===== src/rtl/irq_pending_ctrl.sv =====
// Synchronizes 4 request lines into sticky pending bits and presents the highest eligible index.
// Pending -> irq_valid in 1 cycle; irq_idx/irq_valid hold until irq_ready, with a bubble cycle between grants.
module irq_pending_ctrl #(
  parameter int SYNC_STAGES = 2,
  parameter bit EDGE_MODE   = 1'b1
) (
  input  logic       clk,
  input  logic       rst_n,
  input  logic [3:0] req_in,
  input  logic [3:0] mask,
  output logic [1:0] irq_idx,
  output logic       irq_valid,
  input  logic       irq_ready,
  output logic [3:0] pending,
  output logic [3:0] overflow,
  input  logic       ovf_clr
);

  typedef enum logic {
    IDLE    = 1'b0,
    PRESENT = 1'b1
  } state_t;

  logic [SYNC_STAGES-1:0][3:0] r_sync;
  logic [3:0] r_prev;
  logic [3:0] r_pend;
  logic [3:0] r_ovf;
  logic [1:0] r_idx;
  logic       r_valid;
  state_t     r_state;

  logic [3:0] w_s;
  logic [3:0] w_ev;
  logic       w_hs;
  logic [3:0] w_clr;
  logic [3:0] w_ovf_set;
  logic [3:0] w_elig;
  logic [1:0] w_sel;
  state_t     w_state_nxt;
  logic [1:0] w_idx_nxt;
  logic       w_valid_nxt;

  assign w_s       = r_sync[SYNC_STAGES-1];
  assign w_ev      = EDGE_MODE ? (w_s & ~r_prev) : w_s;
  assign w_hs      = r_valid & irq_ready;
  assign w_clr     = w_hs ? (4'b0001 << r_idx) : 4'b0000;
  // A re-arming event on the line being acknowledged is not an overflow.
  assign w_ovf_set = EDGE_MODE ? (w_ev & r_pend & ~w_clr) : 4'b0000;
  assign w_elig    = r_pend & mask;

  always_ff @(posedge clk or negedge rst_n) begin
    if (!rst_n) begin
      r_sync <= '0;
      r_prev <= 4'b0000;
      r_pend <= 4'b0000;
      r_ovf  <= 4'b0000;
    end else begin
      r_sync <= {r_sync[SYNC_STAGES-2:0], req_in};
      r_prev <= w_s;
      r_pend <= w_ev | (r_pend & ~w_clr);
      r_ovf  <= (r_ovf & ~{4{ovf_clr}}) | w_ovf_set;
    end
  end

  always_comb begin
    w_sel = 2'd0;
    if (w_elig[3])      w_sel = 2'd3;
    else if (w_elig[2]) w_sel = 2'd2;
    else if (w_elig[1]) w_sel = 2'd1;
  end

  always_ff @(posedge clk or negedge rst_n) begin
    if (!rst_n) begin
      r_state <= IDLE;
      r_idx   <= 2'd0;
      r_valid <= 1'b0;
    end else begin
      r_state <= w_state_nxt;
      r_idx   <= w_idx_nxt;
      r_valid <= w_valid_nxt;
    end
  end

  // No pre-emption or withdrawal once presenting; only the handshake leaves PRESENT.
  always_comb begin
    w_state_nxt = r_state;
    w_idx_nxt   = r_idx;
    w_valid_nxt = r_valid;
    case (r_state)
      IDLE: begin
        w_valid_nxt = 1'b0;
        if (w_elig != 4'b0000) begin
          w_idx_nxt   = w_sel;
          w_valid_nxt = 1'b1;
          w_state_nxt = PRESENT;
        end
      end
      PRESENT: begin
        if (w_hs) begin
          w_valid_nxt = 1'b0;
          w_state_nxt = IDLE;
        end
      end
      default: begin
        w_valid_nxt = 1'b0;
        w_state_nxt = IDLE;
      end
    endcase
  end

  assign irq_idx   = r_idx;
  assign irq_valid = r_valid;
  assign pending   = r_pend;
  assign overflow  = r_ovf;

endmodule


===== config.mk =====
export PLATFORM = sky130hd
export DESIGN_NAME = irq_pending_ctrl
export DESIGN_NICKNAME = d
export VERILOG_FILES = /design/src/rtl/irq_pending_ctrl.sv
export SDC_FILE = /design/constraint.sdc
export NUM_CORES = 1
export LEC_CHECK = 0
export ABC_AREA = 1
export BUFFER_PORTS_ARGS = -buffer_cell sky130_fd_sc_hd__buf_2
export CAP_MARGIN = 30
export CORE_UTILIZATION = 52
export DETAILED_ROUTE_END_ITERATION = 12
export PLACE_DENSITY = 0.87
export SLEW_MARGIN = 20
export SYNTH_ARGS = -nofsm -noshare
export SYNTH_HDL_FRONTEND = slang
export SYNTH_SLANG_ARGS = --single-unit

===== constraint.sdc =====
create_clock -name clk -period 1.3 [get_ports clk]
set_input_delay 0.195 -clock clk [delete_from_list [all_inputs] [get_ports clk]]
set_output_delay 0.195 -clock clk [all_outputs]
set_load 0.005 [all_outputs]

==> impl_metrics.env <==
export IMPL_status="finished, final reports clean"
export IMPL_ant_nets=0
export IMPL_cts_tree="yes"
export IMPL_worstReg2RegEnd="irq_valid$_DFFE_PN0P_"
export IMPL_cts_buffers=3
export IMPL_p_sw_uw=638.9
export IMPL_vias=627
export IMPL_hold_end="overflow[3]$_DFF_PN0_"
export IMPL_post_dp_hpwl_um=961.6
export IMPL_pwr_share_clk=0.189
export IMPL_ios=23
export IMPL_seq_area_frac_synth=0.7101
export IMPL_layout_nets=127
export IMPL_synth_edf_count=0
export IMPL_grt_use_total=0.1694
export IMPL_numPortBuffers=22
export IMPL_whs_ns=0.1692
export IMPL_cts_setup_buffers=0
export IMPL_required_ns=1.11
export IMPL_period_share=0.8420
export IMPL_pwr_share_seq=0.538
export IMPL_yosys_register_bits=24
export IMPL_worstMarginPinSlew_ns=0.5115
export IMPL_worstHoldStart="ovf_clr"
export IMPL_layout_drive_gt1_share=0.2544
export IMPL_avgRoutedWirePerCell_um=10.58
export IMPL_fp_dieH_um=42.33
export IMPL_swShare=0.3239
export IMPL_fin_skew_ns=0.001564
export IMPL_clock_sinks=24
export IMPL_synthArstFlopShare=1.000
export IMPL_avgSynthCellArea_um2=10.19
export IMPL_route_detailed_drc=0
export IMPL_synth_main_ff_cell="dfrtp_1"
export IMPL_period_minus_slack_ns=1.095
export IMPL_synth_top_area_cell="dfrtp_1"
export IMPL_syn2layout_area_growth_pct=25.59
export IMPL_max_vdd_ir_drop_v=0.0009133
export IMPL_power_leakage_uw=0.0005909
export IMPL_yosysUniqueCellTypes=9
export IMPL_fp_dieW_um=42.33
export IMPL_cts_clk_slew_worst_paths_ns=0.12
export IMPL_critPathLaunchType="flip-flop"
export IMPL_initial_core_util=0.5615
export IMPL_cts_buffer_depth=2
export IMPL_power_frac_comb=0.273
export IMPL_fin_util=0.7052
export IMPL_critPathKind="flip-flop to primary output"
export IMPL_row_count=14
export IMPL_die_area_um2=1792
export IMPL_arrival_ns=0.90
export IMPL_cp_end_kind="primary output"
export IMPL_p_per_area_nw_per_um2=1857
export IMPL_synth_cells=83
export IMPL_relSlewSlack=0.6590
export IMPL_holdPathStages=4
export IMPL_gr_total_overflow=0
export IMPL_diodes=0
export IMPL_synth_commonest_cells="nand2_1 (28), dfrtp_1 (24), nand3_1 (11)"
export IMPL_critPathSlowestCell="dfrtp_1"
export IMPL_path_buf_inv=1
export IMPL_fin_setup_tns_ns=0
export IMPL_crit_family="flip-flops"
export IMPL_reg2regPathDepth=6
export IMPL_worstSkewPairLatency_ns=0.31
export IMPL_wirelength_mm=1.376
export IMPL_grt_pass1_wl_mm=2.125
export IMPL_cts_resized=0
export IMPL_power_internal_uw=1334
export IMPL_clock_fmax_mhz=913.6
export IMPL_cpPeakStageDelay_ns=0.45
export IMPL_antenna_found_initial=0
export IMPL_hold_buffers=5
export IMPL_synth_top_area_frac=0.7101
export IMPL_r2r_slack_ns=0.36
export IMPL_r2r_start="pending[2]$_DFF_PN0_"
export IMPL_place_congestion=0.8833
export IMPL_fillers=119
export IMPL_synthTopCellsByArea="dfrtp_1 (71%), nand2_1 (12%), nand3_1 (6.5%)"
export IMPL_drt_iter0_markers=8
export IMPL_max_cap_viol_count=0
export IMPL_cts_root_buf="clkbuf_4"
export IMPL_crit_fanout=5
export IMPL_slew_violations=0
export IMPL_cts_max_level=1
export IMPL_drtPass1Iterations=4
export IMPL_rsz0062_at_grt="false"
export IMPL_synth_area_um2=845.8
export IMPL_fp_coreArea_um2=1506
export IMPL_total_power_uw=1973
export IMPL_synth_fp_nets=95
export IMPL_critical_path_cell_chain="buf_2"
export IMPL_ys_warn_count=0
export IMPL_synth_most_common_cell="nand2_1"
export IMPL_hold_viol=0
export IMPL_layout_setup_ws_ns=0.2054
export IMPL_finalSetupViolations=0
export IMPL_dpl_worst_slack_ns=0.3701
export IMPL_hold_class="input pin to flip-flop"
export IMPL_via_per_inst=4.823
export IMPL_grt_pass1_vias=523
export IMPL_grt_start_max_net_pins=25
## final cells by class
class	instances	area (um^2)	share of cell area
Clock buffer	4	36.28	0.03416
Sequential cell	24	600.6	0.5654
Inverter	10	37.54	0.03534
Tap cell	16	20.02	0.01885
Timing Repair Buffer	27	160.2	0.1508
Multi-Input combinational cell	49	207.7	0.1955
## through the flow
step / cell area, um^2 / std cells
3_5_place_dp: 975.9 / 121
3_3_place_gp: 975.9 / 121
2_1_floorplan: 845.8 / 83
6_report: 1062 / 130
5_1_grt: 1062 / 130
4_1_cts: 1062 / 130
## state kept, by name, summed over array words and instances (netlist names)
| name | cells |
|---|---|
| pending | 4 |
| irq_valid | 1 |
| irq_idx | 2 |
| r_sync | 4 |
| r_prev | 4 |
| w_s | 4 |
| r_state | 1 |
| overflow | 4 |
## power groups by stage
stage / Clock (uW) / Sequential, uW / Combinational (uW)
floorplan: 0 / 1080 / 293
global placement: 0 / 1070 / 510
detailed placement: 0 / 1080 / 528
CTS: 390 / 1060 / 541
global route: 405 / 1090 / 617
finish: 374 / 1060 / 538
## layout by cell type, fill, tap and decap left out
| cell | n |
|---|---|
| nand2_1 | 28 |
| dfrtp_1 | 24 |
| buf_2 | 22 |
| nand3_1 | 11 |
| inv_1 | 9 |
| dlygate4sd3_1 | 5 |
| nor2_1 | 4 |
| o21ai_0 | 3 |
| clkbuf_4 | 3 |
| nand2_2 | 2 |
| inv_2 | 1 |
| o21ai_1 | 1 |
| clkbuf_8 | 1 |
## worst max path at each step
stage                           start                    end  slack (ns)  cells past startpoint
2_1_floorplan    pending[2]$_DFF_PN0_  irq_valid$_DFFE_PN0P_        0.43                      6
3_3_place_gp     pending[2]$_DFF_PN0_  irq_valid$_DFFE_PN0P_        0.40                      6
3_5_place_dp     pending[2]$_DFF_PN0_  irq_valid$_DFFE_PN0P_        0.37                      6
4_1_cts        irq_idx[0]$_DFFE_PN0P_             irq_idx[0]        0.19                      1
5_1_grt        irq_idx[0]$_DFFE_PN0P_             irq_idx[0]        0.17                      1
6_report       irq_idx[0]$_DFFE_PN0P_             irq_idx[0]        0.21                      1
## per-layer routing
layer | vias up | wire length, um | part of all wire | track usage
li1 | 320 | - | - | -
met1 | 282 | 592 | 0.43 | 0.2012
met2 | 22 | 664 | 0.48 | 0.2769
met3 | 3 | 86 | 0.063 | 0.03879
met4 | 0 | 33 | 0.024 | 0.1063
met5 | - | 0 | 0 | 0
## logic make-up after synthesis
family	synth area share
compound gates	0.02366
buf+inv	0.04437
flops	0.7101
simple gates	0.2219
No activity file was read; power rests on OpenSTA's default activity.
